`config.mk`:
```
export PLATFORM = sky130hd
export DESIGN_NAME = fetch_stage_flat
export DESIGN_NICKNAME = d
export VERILOG_FILES = /design/src/rtl/fetch_stage_if.sv /design/src/rtl/fetch_stage.sv /design/src/flat_wrapper.sv
export SDC_FILE = /design/constraint.sdc
export NUM_CORES = 1
export LEC_CHECK = 0
export ABC_AREA = 1
export BUFFER_PORTS_ARGS = -buffer_cell sky130_fd_sc_hd__buf_2
export CAP_MARGIN = 20
export CORE_ASPECT_RATIO = 0.8
export CORE_MARGIN = 1.5
export CORE_UTILIZATION = 48
export DETAILED_ROUTE_END_ITERATION = 10
export PLACE_DENSITY = 0.77
export SLEW_MARGIN = 40
export SYNTH_ARGS = -nofsm -noshare
export SYNTH_HDL_FRONTEND = slang
export SYNTH_SLANG_ARGS = --single-unit
```
`constraint.sdc`:
```
create_clock -name clk -period 1.5 [get_ports clk]
set_input_delay 0.3 -clock clk [delete_from_list [all_inputs] [get_ports clk]]
set_output_delay 0.3 -clock clk [all_outputs]
set_load 0.03 [all_outputs]
```
`src/rtl/fetch_stage_if.sv`:
```
// ---------------------------------------------------------------------------
// fetch_stage_if
// Instruction-memory bus between the fetch stage and instruction memory.
//   imem_req   : fetch side -> memory, request valid this cycle
//   imem_addr  : fetch side -> memory, 8-bit request address
//   imem_ready : memory -> fetch side, data returned this cycle (0 = wait)
//   imem_rdata : memory -> fetch side, instruction for imem_addr
// Modports: master = fetch stage, slave = instruction memory.
// ---------------------------------------------------------------------------
interface fetch_stage_if;
  logic       imem_req;
  logic [7:0] imem_addr;
  logic       imem_ready;
  logic [7:0] imem_rdata;

  modport master (
    output imem_req,
    output imem_addr,
    input  imem_ready,
    input  imem_rdata
  );

  modport slave (
    input  imem_req,
    input  imem_addr,
    output imem_ready,
    output imem_rdata
  );
endinterface

```
`src/rtl/fetch_stage.sv`:
```
// ---------------------------------------------------------------------------
// fetch_stage
// Instruction fetch with a small {pc, instr} prefetch FIFO feeding the F/D
// latch. Requests instructions at the fetch PC, buffers returned words,
// stops on a HALT instruction (8'hFF) and restarts on an Execute redirect.
//
// Ports:
//   clk        : system clock, rising-edge
//   rst        : asynchronous, active-high reset
//   StallF     : hold instrF/pcF (FIFO head is not popped)
//   PCSrcE     : redirect from Execute, highest priority
//   PCTargetE  : redirect target PC
//   imem       : instruction-memory bus (fetch_stage_if.master)
//   instrF     : FIFO head instruction, 8'h00 bubble when empty
//   pcF        : PC of instrF, 8'h00 when empty
//   haltedF    : fetch has stopped on a HALT instruction
//
// Configuration macro FETCH_PREFETCH_EN:
//   defined   -> FIFO depth 2 (one word of prefetch behind the head)
//   undefined -> FIFO depth 1 (single holding register)
// ---------------------------------------------------------------------------
module fetch_stage (
  input  logic                 clk,
  input  logic                 rst,
  input  logic                 StallF,
  input  logic                 PCSrcE,
  input  logic [7:0]           PCTargetE,
  fetch_stage_if.master        imem,
  output logic [7:0]           instrF,
  output logic [7:0]           pcF,
  output logic                 haltedF
);

`ifdef FETCH_PREFETCH_EN
  localparam int DEPTH = 2;
`else
  localparam int DEPTH = 1;
`endif
  localparam int         CNT_W      = $clog2(DEPTH + 1);
  localparam logic [7:0] HALT_INSTR = 8'hFF;

  typedef enum logic {RUN, HALT} state_t;

  // Control state (reset)
  state_t             state_q, state_d;
  logic [7:0]         pc_q, pc_d;
  logic [CNT_W-1:0]   cnt_q, cnt_d;

  // FIFO storage (no reset; validity is tracked by cnt_q). Index 0 is head.
  logic [7:0]         fpc_q    [DEPTH];
  logic [7:0]         finstr_q [DEPTH];
  logic [7:0]         fpc_d    [DEPTH];
  logic [7:0]         finstr_d [DEPTH];

  logic               empty, full, pop, req, push;

  // Handshake decode
  always_comb begin
    empty = (cnt_q == '0);
    full  = (cnt_q == CNT_W'(DEPTH));
    pop   = !StallF && !empty;
    // A full FIFO may still accept a word when the head leaves this cycle.
    // rst gating kills a pending request as soon as reset is asserted.
    req   = (state_q == RUN) && !rst && !PCSrcE && (!full || pop);
    // Memory data is only accepted against an outstanding request, so
    // imem_ready during a redirect or in HALT is ignored.
    push  = req && imem.imem_ready;
  end

  assign imem.imem_req  = req;
  assign imem.imem_addr = pc_q;

  assign instrF  = empty ? 8'h00 : finstr_q[0];
  assign pcF     = empty ? 8'h00 : fpc_q[0];
  assign haltedF = (state_q == HALT);

  // Control next state
  always_comb begin
    state_d = state_q;
    pc_d    = pc_q;
    cnt_d   = cnt_q;
    if (PCSrcE) begin
      // Redirect flushes everything, including wrong-path buffered words.
      state_d = RUN;
      pc_d    = PCTargetE;
      cnt_d   = '0;
    end else begin
      case ({push, pop})
        2'b10:   cnt_d = cnt_q + CNT_W'(1);
        2'b01:   cnt_d = cnt_q - CNT_W'(1);
        default: cnt_d = cnt_q;
      endcase
      if (push) begin
        pc_d = pc_q + 8'd1;
        if (imem.imem_rdata == HALT_INSTR) begin
          state_d = HALT;
        end
      end
    end
  end

  // FIFO data next state: shift toward head on pop, write behind the
  // surviving entries on push.
  always_comb begin : fifo_data_next
    int wr_idx;
    wr_idx = int'(cnt_q) - (pop ? 1 : 0);
    for (int i = 0; i < DEPTH; i++) begin
      fpc_d[i]    = fpc_q[i];
      finstr_d[i] = finstr_q[i];
    end
    if (pop) begin
      for (int i = 0; i < DEPTH - 1; i++) begin
        fpc_d[i]    = fpc_q[i+1];
        finstr_d[i] = finstr_q[i+1];
      end
    end
    for (int i = 0; i < DEPTH; i++) begin
      if (push && (i == wr_idx)) begin
        fpc_d[i]    = pc_q;
        finstr_d[i] = imem.imem_rdata;
      end
    end
  end

  always_ff @(posedge clk or posedge rst) begin
    if (rst) begin
      state_q <= RUN;
      pc_q    <= 8'h00;
      cnt_q   <= '0;
    end else begin
      state_q <= state_d;
      pc_q    <= pc_d;
      cnt_q   <= cnt_d;
    end
  end

  always_ff @(posedge clk) begin
    for (int i = 0; i < DEPTH; i++) begin
      fpc_q[i]    <= fpc_d[i];
      finstr_q[i] <= finstr_d[i];
    end
  end

endmodule

```
`src/flat_wrapper.sv`:
```
// flat-port wrapper written by rule: the top's interface ports become plain ports
module fetch_stage_flat 
  (clk, rst, StallF, PCSrcE, PCTargetE, instrF, pcF, haltedF, imem_imem_req, imem_imem_addr, imem_imem_ready, imem_imem_rdata);
  fetch_stage_if imem_i ();
  input  logic clk;
  input  logic rst;
  input  logic StallF;
  input  logic PCSrcE;
  input  logic [7:0] PCTargetE;
  output logic [7:0] instrF;
  output logic [7:0] pcF;
  output logic haltedF;
  output wire logic [$bits(imem_i.imem_req)-1:0] imem_imem_req;
  output wire logic [$bits(imem_i.imem_addr)-1:0] imem_imem_addr;
  input wire logic [$bits(imem_i.imem_ready)-1:0] imem_imem_ready;
  input wire logic [$bits(imem_i.imem_rdata)-1:0] imem_imem_rdata;
  assign imem_imem_req = imem_i.imem_req;
  assign imem_imem_addr = imem_i.imem_addr;
  assign imem_i.imem_ready = imem_imem_ready;
  assign imem_i.imem_rdata = imem_imem_rdata;
  fetch_stage u_core (.clk(clk), .rst(rst), .StallF(StallF), .PCSrcE(PCSrcE), .PCTargetE(PCTargetE), .imem(imem_i), .instrF(instrF), .pcF(pcF), .haltedF(haltedF));
endmodule
```
# Word level (Yosys, flattened, before mapping)
# Memories as Yosys holds them, arrays and structs flattened.
# Cells that the tools add are included.
dict set report op_classes {
  n_bitwise 1
  n_addsub 4
  eq_ne 3
  mux 12
  n_reduce_logical 16
}
# op n
set op_table {}
lappend op_table {{$mux 8} 6}
lappend op_table {{$logic_not 32->1} 1}
lappend op_table {{$sub 2x32->32} 1}
lappend op_table {{$add 8x1->8 const B} 1}
lappend op_table {{$eq 8x8->1 const B} 1}
lappend op_table {{$logic_and 1x1->1} 6}
lappend op_table {{$mux 1} 5}
lappend op_table {{$logic_not 1->1} 4}
lappend op_table {{$reduce_bool 2->1} 2}
lappend op_table {{$reduce_bool 3->1} 1}
lappend op_table {{$eq 2x1->1 const B} 1}
lappend op_table {{$eq 2x2->1 const B} 1}
lappend op_table {{$pmux 1 s2} 1}
lappend op_table {{$reduce_and 2->1} 1}
lappend op_table {{$add 1x1->1 const B} 1}
lappend op_table {{$logic_or 1x1->1} 1}
lappend op_table {{$not 1->1} 1}
lappend op_table {{$sub 1x1->1 const B} 1}
dict set report totals {
  out_inout_bits 26
  word_cells 41
  ff_bits 10
  in_bits 21
  memories 2
  mem_bits_rw 16
}
# name words word_bits rd rd_ports_with_merged_regs wr line_no
set mem_list {}
lappend mem_list {u_core.finstr_q 1 8 1 0 1 fetch_stage.sv:51} ;# logic [7:0] finstr_q [DEPTH];
lappend mem_list {u_core.fpc_q 1 8 1 0 1 fetch_stage.sv:50} ;# logic [7:0] fpc_q [DEPTH];

# Depth between registers and ports, before layout
# Gate-level depths: netlist (run 1).
dict set report depth {
  depth_word 8
  depth_mapped 7
  mapped_depth_nobuf 6
}

# Worst setup path after synthesis (run 1)
# Ideal clock, no wire load.
dict set report synth_path {
  path_type {register -> register}
  from {register u_core.haltedF (netlist name)}
  to {memory u_core.finstr_q[0][0], enable pin}
  slack_ns 0.097
  arrival_time_ns 1.068
  setup_time_ns 0.335
  path_stages_with_launch 4
  period_less_slack_ns 1.403
  path_buffers 0
  required_ns 1.165
  path_cell_list {dfrtp_1 nor2_4 nand3_4 nor2_8}
}
# item line_no
set synth_lines {}
lappend synth_lines {{end: declaration} fetch_stage.sv:51}

# Worst setup path after layout (run 1)
dict set report layout_path {
  from {register u_core.cnt_q}
  to {output imem_imem_req}
}
dict set report layout_via {
  elab_chain_cells 3
  word_cells_on_any_way 4
}
# item line_no
set layout_rtl {}
lappend layout_rtl {{start: declaration} fetch_stage.sv:47} ;# logic [CNT_W-1:0] cnt_q, cnt_d;
lappend layout_rtl {{start signal: assignment} fetch_stage.sv:133} ;# cnt_q <= cnt_d;
lappend layout_rtl {{$logic_not 1->1 or $logic_and 1x1->1 (tied branches)} {fetch_stage.sv:64, fetch_stage.sv:61}}
lappend layout_rtl {{$logic_or 1x1->1 *} fetch_stage.sv:64} ;# req = (state_q == RUN) && !rst && !PCSrcE && (!full || pop);
lappend layout_rtl {{$logic_and 1x1->1 *} fetch_stage.sv:64}
lappend layout_rtl {{end: declaration} flat_wrapper.sv:13} ;# output wire logic [$bits(imem_i.imem_req)-1:0] imem_imem_req;
# Every way passes the cells marked *; elsewhere a longest branch is shown, timed or not.

==> impl_metrics.toml, run 1 <==
[finish]
drive_gt1_share_pct = 37.5
layout_commonest_cell = "nand2_1"
n_fill_cell = 208
layout_common_cells = "48 x nand2_1, 29 x buf_2"
final_core_util_pct = 71.9
area_growth_syn_to_layout_pct = 37.6
layout.nets = 223
antennaDiodeCount = 0

[global_routing]
antenna_found_initial = 0
grt_pass1_wl_mm = 4.51
grt_use_total_pct = 19.8
overflow = 0
grt_pass1_vias = 1087
grt_max_degree = 25

[sta]
finalSetupTns_ns = -0.0146
slew_violations = 0
fin_crit_sh_pct = 101
grt_setup_unrepaired = "yes"
worstMarginPinSlew_ns = 0.403
finalHoldViolCount = 0
min_period_ns = 1.51
finClkSkew_ns = 0.00246
worst_slack_ns = -0.0146
fmax_mhz = 660
setup_viol = 1
maxSlewHeadroom_pct = 73.1

[die]
die_area_um2 = 3070
start_util_pct = 52.2
ios = 47
die_w_um = 61.6
num_rows = 16
core_um2 = 2520
dieHeight_um = 49.9

[status]
status = "finished, violations left"
violations = "negative setup slack"

[clock_network]
cts_buffer_depth = 2
insertion_delay_ns = 0.32
clk_root_buffer_cell = "clkbuf_4"
cts.reportedPaths.clkPinSlew_ns = 0.14
clkSinkCount = 26
cts_tree = "done"
cts_made_buffers = 3
htree_num_levels = 1

[detailed_routing]
detail_route.wl_per_cell_um = 12.3
vias_per_cell = 4.78
num_vias = 1129
drt_iter0_drc = 22
routed_wl_mm = 2.91
detail-route-antenna-nets = 0
firstDrtPassIters = 5
route.detailed.drc = 0

[synthesis]
synthArstFlopShare_pct = 38.5
netlist_instances = 144
yosys_warnings = 0
synthFlopType = "edfxtp_1"
synth_cell_types = 23
synth-edff-count = 16
syn_area_per_cell_um2 = 9.15
ys_ff_latch = 26
synth-seq-area-share_pct = 55.5
synthesis.nets = 166
synth_area_um2 = 1320

[place]
portBuffers = 46
gp_congestion = 0.809
place_hpwl_mm = 2.06

[critical_path]
crit_fanout = 3
critPathKind = "reg2out"
cp_data_required_time_ns = 1.20
cp-end-kind = "primary output"
cp.arrival_ns = 1.21
cp-start-kind = "flop"

[pwr]
powerDensity_nw_per_um2 = 937
leakage_uw = 0.000941
ir_worst_vdd_mv = 0.540

[job]
cap_viol_max_count = 0

[hold_path]
worstHoldPathType = "in2reg"
==> synth_stat cells (2+ instances only) <==
cell type	count	share of area, %
buf_2	2	0.76
edfxtp_1	16	36
o21bai_1	2	1.1
o21ai_1	2	0.76
inv_1	25	7.1
nand3_1	16	6.1
nand2_1	48	14
nor2_1	8	2.3
dfrtp_1	10	19
a21boi_0	2	1.1
==> power breakdown <==
part | total [uW] | internal [uW] | switching [uW]
Sequential | 863 | 811 | 51.6
Combinational | 362 | 135 | 227
Clock | 475 | 270 | 205
Total | 1700 | 1220 | 483
==> kinds of logic after synthesis <==
group / after synthesis / synth area share (%)
and+or+nand+nor: 79 / 29.8
buffers and inverters: 29 / 9.02
DFF: 26 / 55.5
AOI/OAI and AO/OA: 8 / 4.08
xor gates and xnor gates: 1 / 0.665
adders and majority gates: 1 / 0.950
==> cell type report <==
cell class,count,area (um^2),share of cell area [%]
timing repair buffer,54,408,22.5
sequential,26,731,40.3
inverter,26,97.6,5.38
multi-input combinational,90,479,26.4
clock inverter,1,30.0,1.66
tap,36,45.0,2.48
clock buffer,3,22.5,1.24
==> flip-flops by register name, summed over array words and instances (netlist names) <==
name / count
u_core.fpc_q: 8
u_core.haltedF: 1
u_core.finstr_q: 8
u_core.imem.imem_addr: 8
u_core.cnt_q: 1
==> routing by layer <==
metal	vias up	part of all wire (%)	GRT usage (%)	routed length (um)
met5	-	0	0	0
met1	528	43	25.4	1240
met2	36	51	33.9	1490
met3	4	5.1	3.15	149
met4	0	0.93	6.03	27
li1	561	-	-	-
==> what timing repair did <==
action,CTS,global route
setup endpoints to repair,17,41
hold endpoints to repair,10,0
resized for setup,6,50
setup buffers,3,1
hold buffers,1,0
gates cloned,0,1
pin swaps,1,2
==> path summary, 6_finish.rpt <==
| path | from | endpoint | slack, ns | cells after the start |
|---|---|---|---|---|
| setup reg to reg | u_core.cnt_q$_DFFE_PP0P_ | u_core.fpc_q[0][7]$_DFFE_PP_ | 0.10 | 6 |
| hold reg to reg | u_core.imem.imem_addr[7]$_DFFE_PP0P_ | u_core.fpc_q[0][7]$_DFFE_PP_ | 0.58 | 0 |
| setup / recovery | u_core.cnt_q$_DFFE_PP0P_ | imem_imem_req | -0.01 | 5 |
| hold / removal | imem_imem_rdata[3] | u_core.finstr_q[0][3]$_DFFE_PP_ | 0.16 | 1 |
| max in group asynchronous | rst | u_core.imem.imem_addr[2]$_DFFE_PP0P_ | 0.70 | 3 |
| min in group asynchronous | rst | u_core.cnt_q$_DFFE_PP0P_ | 0.51 | 3 |
==> through the flow <==
| stage | setup slack, ns | std cells | total power (uW) | hold WS [ns] | area (um^2) |
|---|---|---|---|---|---|
| 6_report | -0.0146 | 236 | 1700 | 0.161 | 1810 |
| 3_5_place_dp | 0.130 | 226 | 1200 | 0.339 | 1590 |
| 3_3_place_gp | 0.165 | 226 | 1190 | 0.348 | 1590 |
| 2_1_floorplan | 0.0972 | 144 | 1080 | 0.140 | 1320 |
| 4_1_cts | -0.0187 | 234 | 1680 | 0.152 | 1690 |
| 5_1_grt | -0.0705 | 236 | 1780 | 0.142 | 1810 |
==> critical path, cell delays in order, from the launching register on <==
cell     delay [ns]
dfrtp_1        0.41
buf_4          0.16
nand2_8        0.07
nand3_4        0.08
inv_2          0.06
buf_6          0.12
Note: power is estimated with default switching activity, not from simulation.
==> run 2: changes to the inputs <==
Settings changed: ABC_AREA 1 to not set, CORE_UTILIZATION 48 to 47, SKIP_CTS_REPAIR_TIMING set to 1, TNS_END_PERCENT set to 100.
==> run 2 against run 1 <==
- the run still ends with negative setup slack left
- register-to-register slack got worse by 0.36 ns
- hold slack got worse by 0.068 ns
- non-clock buffer count rose by 12
==> impl_metrics.toml, run 2 <==
[sta]
fmax_mhz = 567
worst_hold_slack_ns = 0.0931
finalHoldViolCount = 0
fin_crit_sh_pct = 118
min_period_ns = 1.76
maxSlewHeadroom_pct = 72.6
worst_slack_ns = -0.264
slew_violations = 0
worstMarginPinSlew_ns = 0.411
grt_setup_unrepaired = "yes"
setup_viol = 40
finClkSkew_ns = 0.00233

[detailed_routing]
drt_iter0_drc = 25
firstDrtPassIters = 5
routed_wl_mm = 2.97
num_vias = 1097
vias_per_cell = 5.43
detail_route.wl_per_cell_um = 14.7
detail-route-antenna-nets = 0
route.detailed.drc = 0

[die]
core_um2 = 2420
dieHeight_um = 47.9
ios = 47
num_rows = 16
start_util_pct = 48.8
die_w_um = 59.1
die_area_um2 = 2830

[synthesis]
netlist_instances = 101
syn_area_per_cell_um2 = 11.7
yosys_warnings = 0
yosysTopAreaCell = "edfxtp_1"
synth-simple-area-share_pct = 22.6
synth.top_cell.area_share_pct = 40.6
synthesis.nets = 123
synth_commonest_cells = "16 x and2_1, 16 x edfxtp_1, 10 x dfrtp_1"
synth_area_leaders = "edfxtp_1 41%, dfrtp_1 21%, and2_1 8.5%"
synth-seq-area-share_pct = 61.8
synth.area.mux_share_pct = 0
synth_compound_area_share_pct = 11.0
synth-edff-count = 16
synthFlopType = "edfxtp_1"
synth-adder-area-share_pct = 1.06
synth_xor_area_share_pct = 0
synth_top_family_by_area = "simple AND/OR/NAND/NOR gates"
synth_cell_types = 26
synth_area_um2 = 1180
ys_ff_latch = 26
synthArstFlopShare_pct = 38.5

[clock_network]
clkSinkCount = 26
insertion_delay_ns = 0.32
cts_made_buffers = 3
cts.reportedPaths.clkPinSlew_ns = 0.14
cts_buffer_depth = 2
htree_num_levels = 1
clk_root_buffer_cell = "clkbuf_4"
cts_tree = "done"

[finish]
n_fill_cell = 172
layout.nets = 189
area_growth_syn_to_layout_pct = 48.4
antennaDiodeCount = 0
final_cells = 202
layout_commonest_cell = "buf_2"
layout_common_cells = "44 x buf_2, 16 x and2_1, 16 x buf_4, 16 x edfxtp_1"
drive_gt1_share_pct = 50.0

[global_routing]
grt_pass1_vias = 917
grt_pass1_wl_mm = 4.07
grt_use_total_pct = 20.5
overflow = 0
antenna_found_initial = 0
grt_max_degree = 16

[critical_path]
setup.worst_path.end = "u_core.imem.imem_addr[7]$_DFFE_PP0P_"
r2r_cells = 4
critPathKind = "reg2reg"
cp-startpoint = "u_core.cnt_q$_DFFE_PP0P_"
cp-end-kind = "flop"
cp-start-kind = "flop"
cp_data_required_time_ns = 1.73
crit_fanout = 5
timing.rr.start = "u_core.cnt_q$_DFFE_PP0P_"
cp.arrival_ns = 2.00
regToRegSetupSlack_ns = -0.26
r2r_end = "u_core.imem.imem_addr[7]$_DFFE_PP0P_"

[place]
place_inst = 195
portBuffers = 46
gp_congestion = 0.825
place_hpwl_mm = 1.98

[status]
status = "finished, violations left"
violations = "negative setup slack"

[pwr]
power_uw = 1670
powerDensity_nw_per_um2 = 951
ir_worst_vdd_mv = 0.843
leakage_uw = 0.000772

[job]
cap_viol_max_count = 0

[hold_path]
worstHoldPathType = "in2async"
-- run 2: changes by cell type after synthesis, sizes merged, moves of 5 or more --
| cell | previous run | this run |
|---|---|---|
| a31oi | 0 | 5 |
| and2 | 1 | 16 |
| inv | 26 | 4 |
| nand2 | 50 | 7 |
| nand3 | 17 | 3 |
| or4 | 0 | 6 |
-- run 2: final cells by class --
cell class | instances | area (um^2) | area share [%]
clock inverters | 1 | 30.0 | 1.71
clock buffers | 3 | 22.5 | 1.28
inverters | 4 | 15.0 | 0.856
well taps | 36 | 45.0 | 2.57
multi-input cells | 66 | 475 | 27.1
repair buffers | 66 | 430 | 24.5
flip-flops and latches | 26 | 736 | 41.9
-- run 2: worst min-delay path by stage --
stage	start	to	slack, ns	cells past startpoint
floorplan	rst	u_core.cnt_q$_DFFE_PP0P_	0.14	1
global placement	rst	u_core.cnt_q$_DFFE_PP0P_	0.43	3
detailed placement	rst	u_core.cnt_q$_DFFE_PP0P_	0.43	3
CTS	rst	u_core.haltedF$_DFFE_PP0P_	0.07	3
global route	rst	u_core.imem.imem_addr[5]$_DFFE_PP0P_	0.1	3
finish	rst	u_core.cnt_q$_DFFE_PP0P_	0.09	3
-- run 2: worst max-delay path, stage by stage (launching register included) --
cell	delay, ns
dfrtp_1	0.43
a211o_4	0.37
buf_4	0.16
or4_4	0.52
a31o_1	0.19
-- run 2: where the power goes --
part | internal [uW] | total [uW] | switching (uW)
sequential | 806 | 840 | 34.8
combinational | 140 | 346 | 206
clock | 270 | 481 | 211
total | 1220 | 1670 | 451
-- run 2: cell families (layout without fill, tap and decap cells) --
group | count (synthesis) | in the layout
AND/OR/NAND/NOR | 47 | 47
flip-flops | 26 | 26
AO/OA/AOI/OAI | 18 | 18
buffers and inverters | 9 | 74
adder cells (fa/ha/maj) | 1 | 1
-- run 2: layer usage --
| layer | track usage, % | routed length [um] |
|---|---|---|
| met5 | 0 | 0 |
| met4 | 7.73 | 40 |
| met3 | 7.84 | 258 |
| met2 | 33.1 | 1390 |
| met1 | 25.7 | 1280 |
-- run 2: per-stage QoR --
stage / TNS, ns / utilization [%] / setup slack [ns] / cell area (um^2)
after global routing: -7.57 / 72.4 / -0.331 / 1750
after global placement: -2.16 / 65.7 / -0.152 / 1590
after detailed placement: -2.15 / 65.7 / -0.197 / 1590
after CTS: -2.55 / 67.9 / -0.336 / 1640
after floorplan: -0.308 / - / -0.115 / 1200
final: -3.24 / 72.4 / -0.264 / 1750
==> run 3: changes to the inputs <==
==> constraint.sdc (replaced) <==
create_clock -name clk -period 1.5 [get_ports clk]
set_input_delay 0.075 -clock clk [delete_from_list [all_inputs] [get_ports clk]]
set_output_delay 0.075 -clock clk [all_outputs]
set_load 0.03 [all_outputs]
==> run 3 against run 2 <==
- the flow finishes with violations (negative hold slack, negative setup slack)
- count of clock-buffer cells in the layout did not move
- critical path depth did not move
- die area stayed put
- largest power group unchanged
==> impl_metrics.toml, run 3 (synthesized netlist as in run 2, its figures left out) <==
[critical_path]
crit_slowest_cell = "or4_4"
critPathKind = "reg2reg"
cp.arrival_ns = 1.90
cp-start-kind = "flop"
cp-startpoint = "u_core.cnt_q$_DFFE_PP0P_"
cp-end-kind = "flop"
timing.rr.start = "u_core.cnt_q$_DFFE_PP0P_"
crit_fanout = 8
critPathBufInv = 1
worstPathCellList = "a211o_4, buf_4, or4_4, a31oi_4"
max_stage_delay_ns = 0.44
cp_top_family = "compound AO/OA/AOI/OAI gates"
cp_data_required_time_ns = 1.76

[clock_network]
insertion_delay_ns = 0.34
cts_buffer_depth = 2
cts.reportedPaths.clkPinSlew_ns = 0.15
htree_num_levels = 1
cts_made_buffers = 3
clk_root_buffer_cell = "clkbuf_4"
cts_tree = "done"
clkSinkCount = 26

[global_routing]
overflow = 0
grt_max_degree = 19
grt_use_total_pct = 19.9
grt_pass1_vias = 889
antenna_found_initial = 0
grt_pass1_wl_mm = 4.04

[pwr]
ir_worst_vdd_mv = 0.435
leakage_uw = 0.000768
powerDensity_nw_per_um2 = 855
power_uw = 1510

[job]
cap_viol_max_count = 0

[status]
status = "finished, violations left"
violations = "negative hold slack, negative setup slack"

[finish]
area_growth_syn_to_layout_pct = 49.3
layout_commonest_cell = "buf_2"
antennaDiodeCount = 0
n_fill_cell = 172
layout.nets = 195
layout_common_cells = "45 x buf_2, 16 x and2_1, 16 x edfxtp_1"
drive_gt1_share_pct = 43.6
final_core_util_pct = 72.9

[die]
ios = 47
core_um2 = 2420
die_w_um = 59.1
start_util_pct = 48.8
die_area_um2 = 2830
num_rows = 16
dieHeight_um = 47.9

[sta]
maxSlewHeadroom_pct = 66.9
finClkSkew_ns = 0.00937
worst_hold_slack_ns = -0.0249
worst_slack_ns = -0.141
grt_setup_unrepaired = "yes"
setup_viol = 24
finalSetupTns_ns = -0.858
fin_crit_sh_pct = 109
min_period_ns = 1.64
slew_violations = 0
worstMarginPinSlew_ns = 0.492
fmax_mhz = 609
finalHoldViolCount = 2

[detailed_routing]
vias_per_cell = 5.20
drt_iter0_drc = 49
firstDrtPassIters = 4
detail_route.wl_per_cell_um = 14.5
num_vias = 1081
routed_wl_mm = 3.01
route.detailed.drc = 0
detail-route-antenna-nets = 0

[place]
dp_slack_ns = -0.110
portBuffers = 46
gp_congestion = 0.843
place_hpwl_mm = 2.05

[hold_path]
min_from = "PCTargetE[4]"
worstHoldPathType = "in2reg"
[run 3: cell count changes in the layout (fill, tap and decap cells not counted), moves of 2 or more]
| cell | change |
|---|---|
| buf_6 | -2 |
| dlygate4sd3_1 | +11 |
| or4_1 | +2 |
| or4_4 | -2 |
| buf_4 | -3 |
[run 3: worst register-to-register path, stage by stage, from the launching register on]
cell and delay [ns]:
dfrtp_1 0.42, a211o_4 0.38, buf_4 0.15, or4_4 0.44, a31oi_4 0.17
[run 3: worst paths after layout]
check / to / slack (ns) / cells after the start
max: u_core.imem.imem_addr[2]$_DFFE_PP0P_ / -0.14 / 4
min: u_core.imem.imem_addr[4]$_DFFE_PP0P_ / -0.02 / 3
min reg2reg: u_core.fpc_q[0][7]$_DFFE_PP_ / 0.53 / 0
max reg2reg: u_core.imem.imem_addr[2]$_DFFE_PP0P_ / -0.14 / 4
max in group asynchronous: u_core.imem.imem_addr[2]$_DFFE_PP0P_ / 0.85 / 3
min in group asynchronous: u_core.imem.imem_addr[0]$_DFFE_PP0P_ / 0.33 / 3
[run 3: final cells by class]
class	count	area, um^2	area share (%)
sequential	26	736	41.7
clock inverter	1	3.75	0.213
tap	36	45.0	2.55
clock buffer	3	22.5	1.28
inverter	4	15.0	0.850
multi-input combinational	66	468	26.5
timing repair buffer	72	475	26.9
[run 3: layer usage]
layer | share of wire, % | vias up | track usage, %
met4 | 0.76 | 0 | 8.18
met1 | 46 | 509 | 25.7
met3 | 4.6 | 3 | 3.24
met2 | 48 | 49 | 34.2
li1 | - | 520 | -
met5 | 0 | - | 0
[run 3: report_power, final]
group	total (uW)	switching [uW]	internal [uW]	leakage, uW
combinational	357	207	150	0.000491
sequential	836	30.5	806	0.000262
clock	317	219	98.0	0.0000154
total	1510	456	1050	0.000768
[run 3: stage by stage]
stage	cells	instance area [um^2]
2_1_floorplan	101	1190
3_3_place_gp	189	1540
3_5_place_dp	189	1540
4_1_cts	193	1570
5_1_grt	208	1770
6_report	208	1770
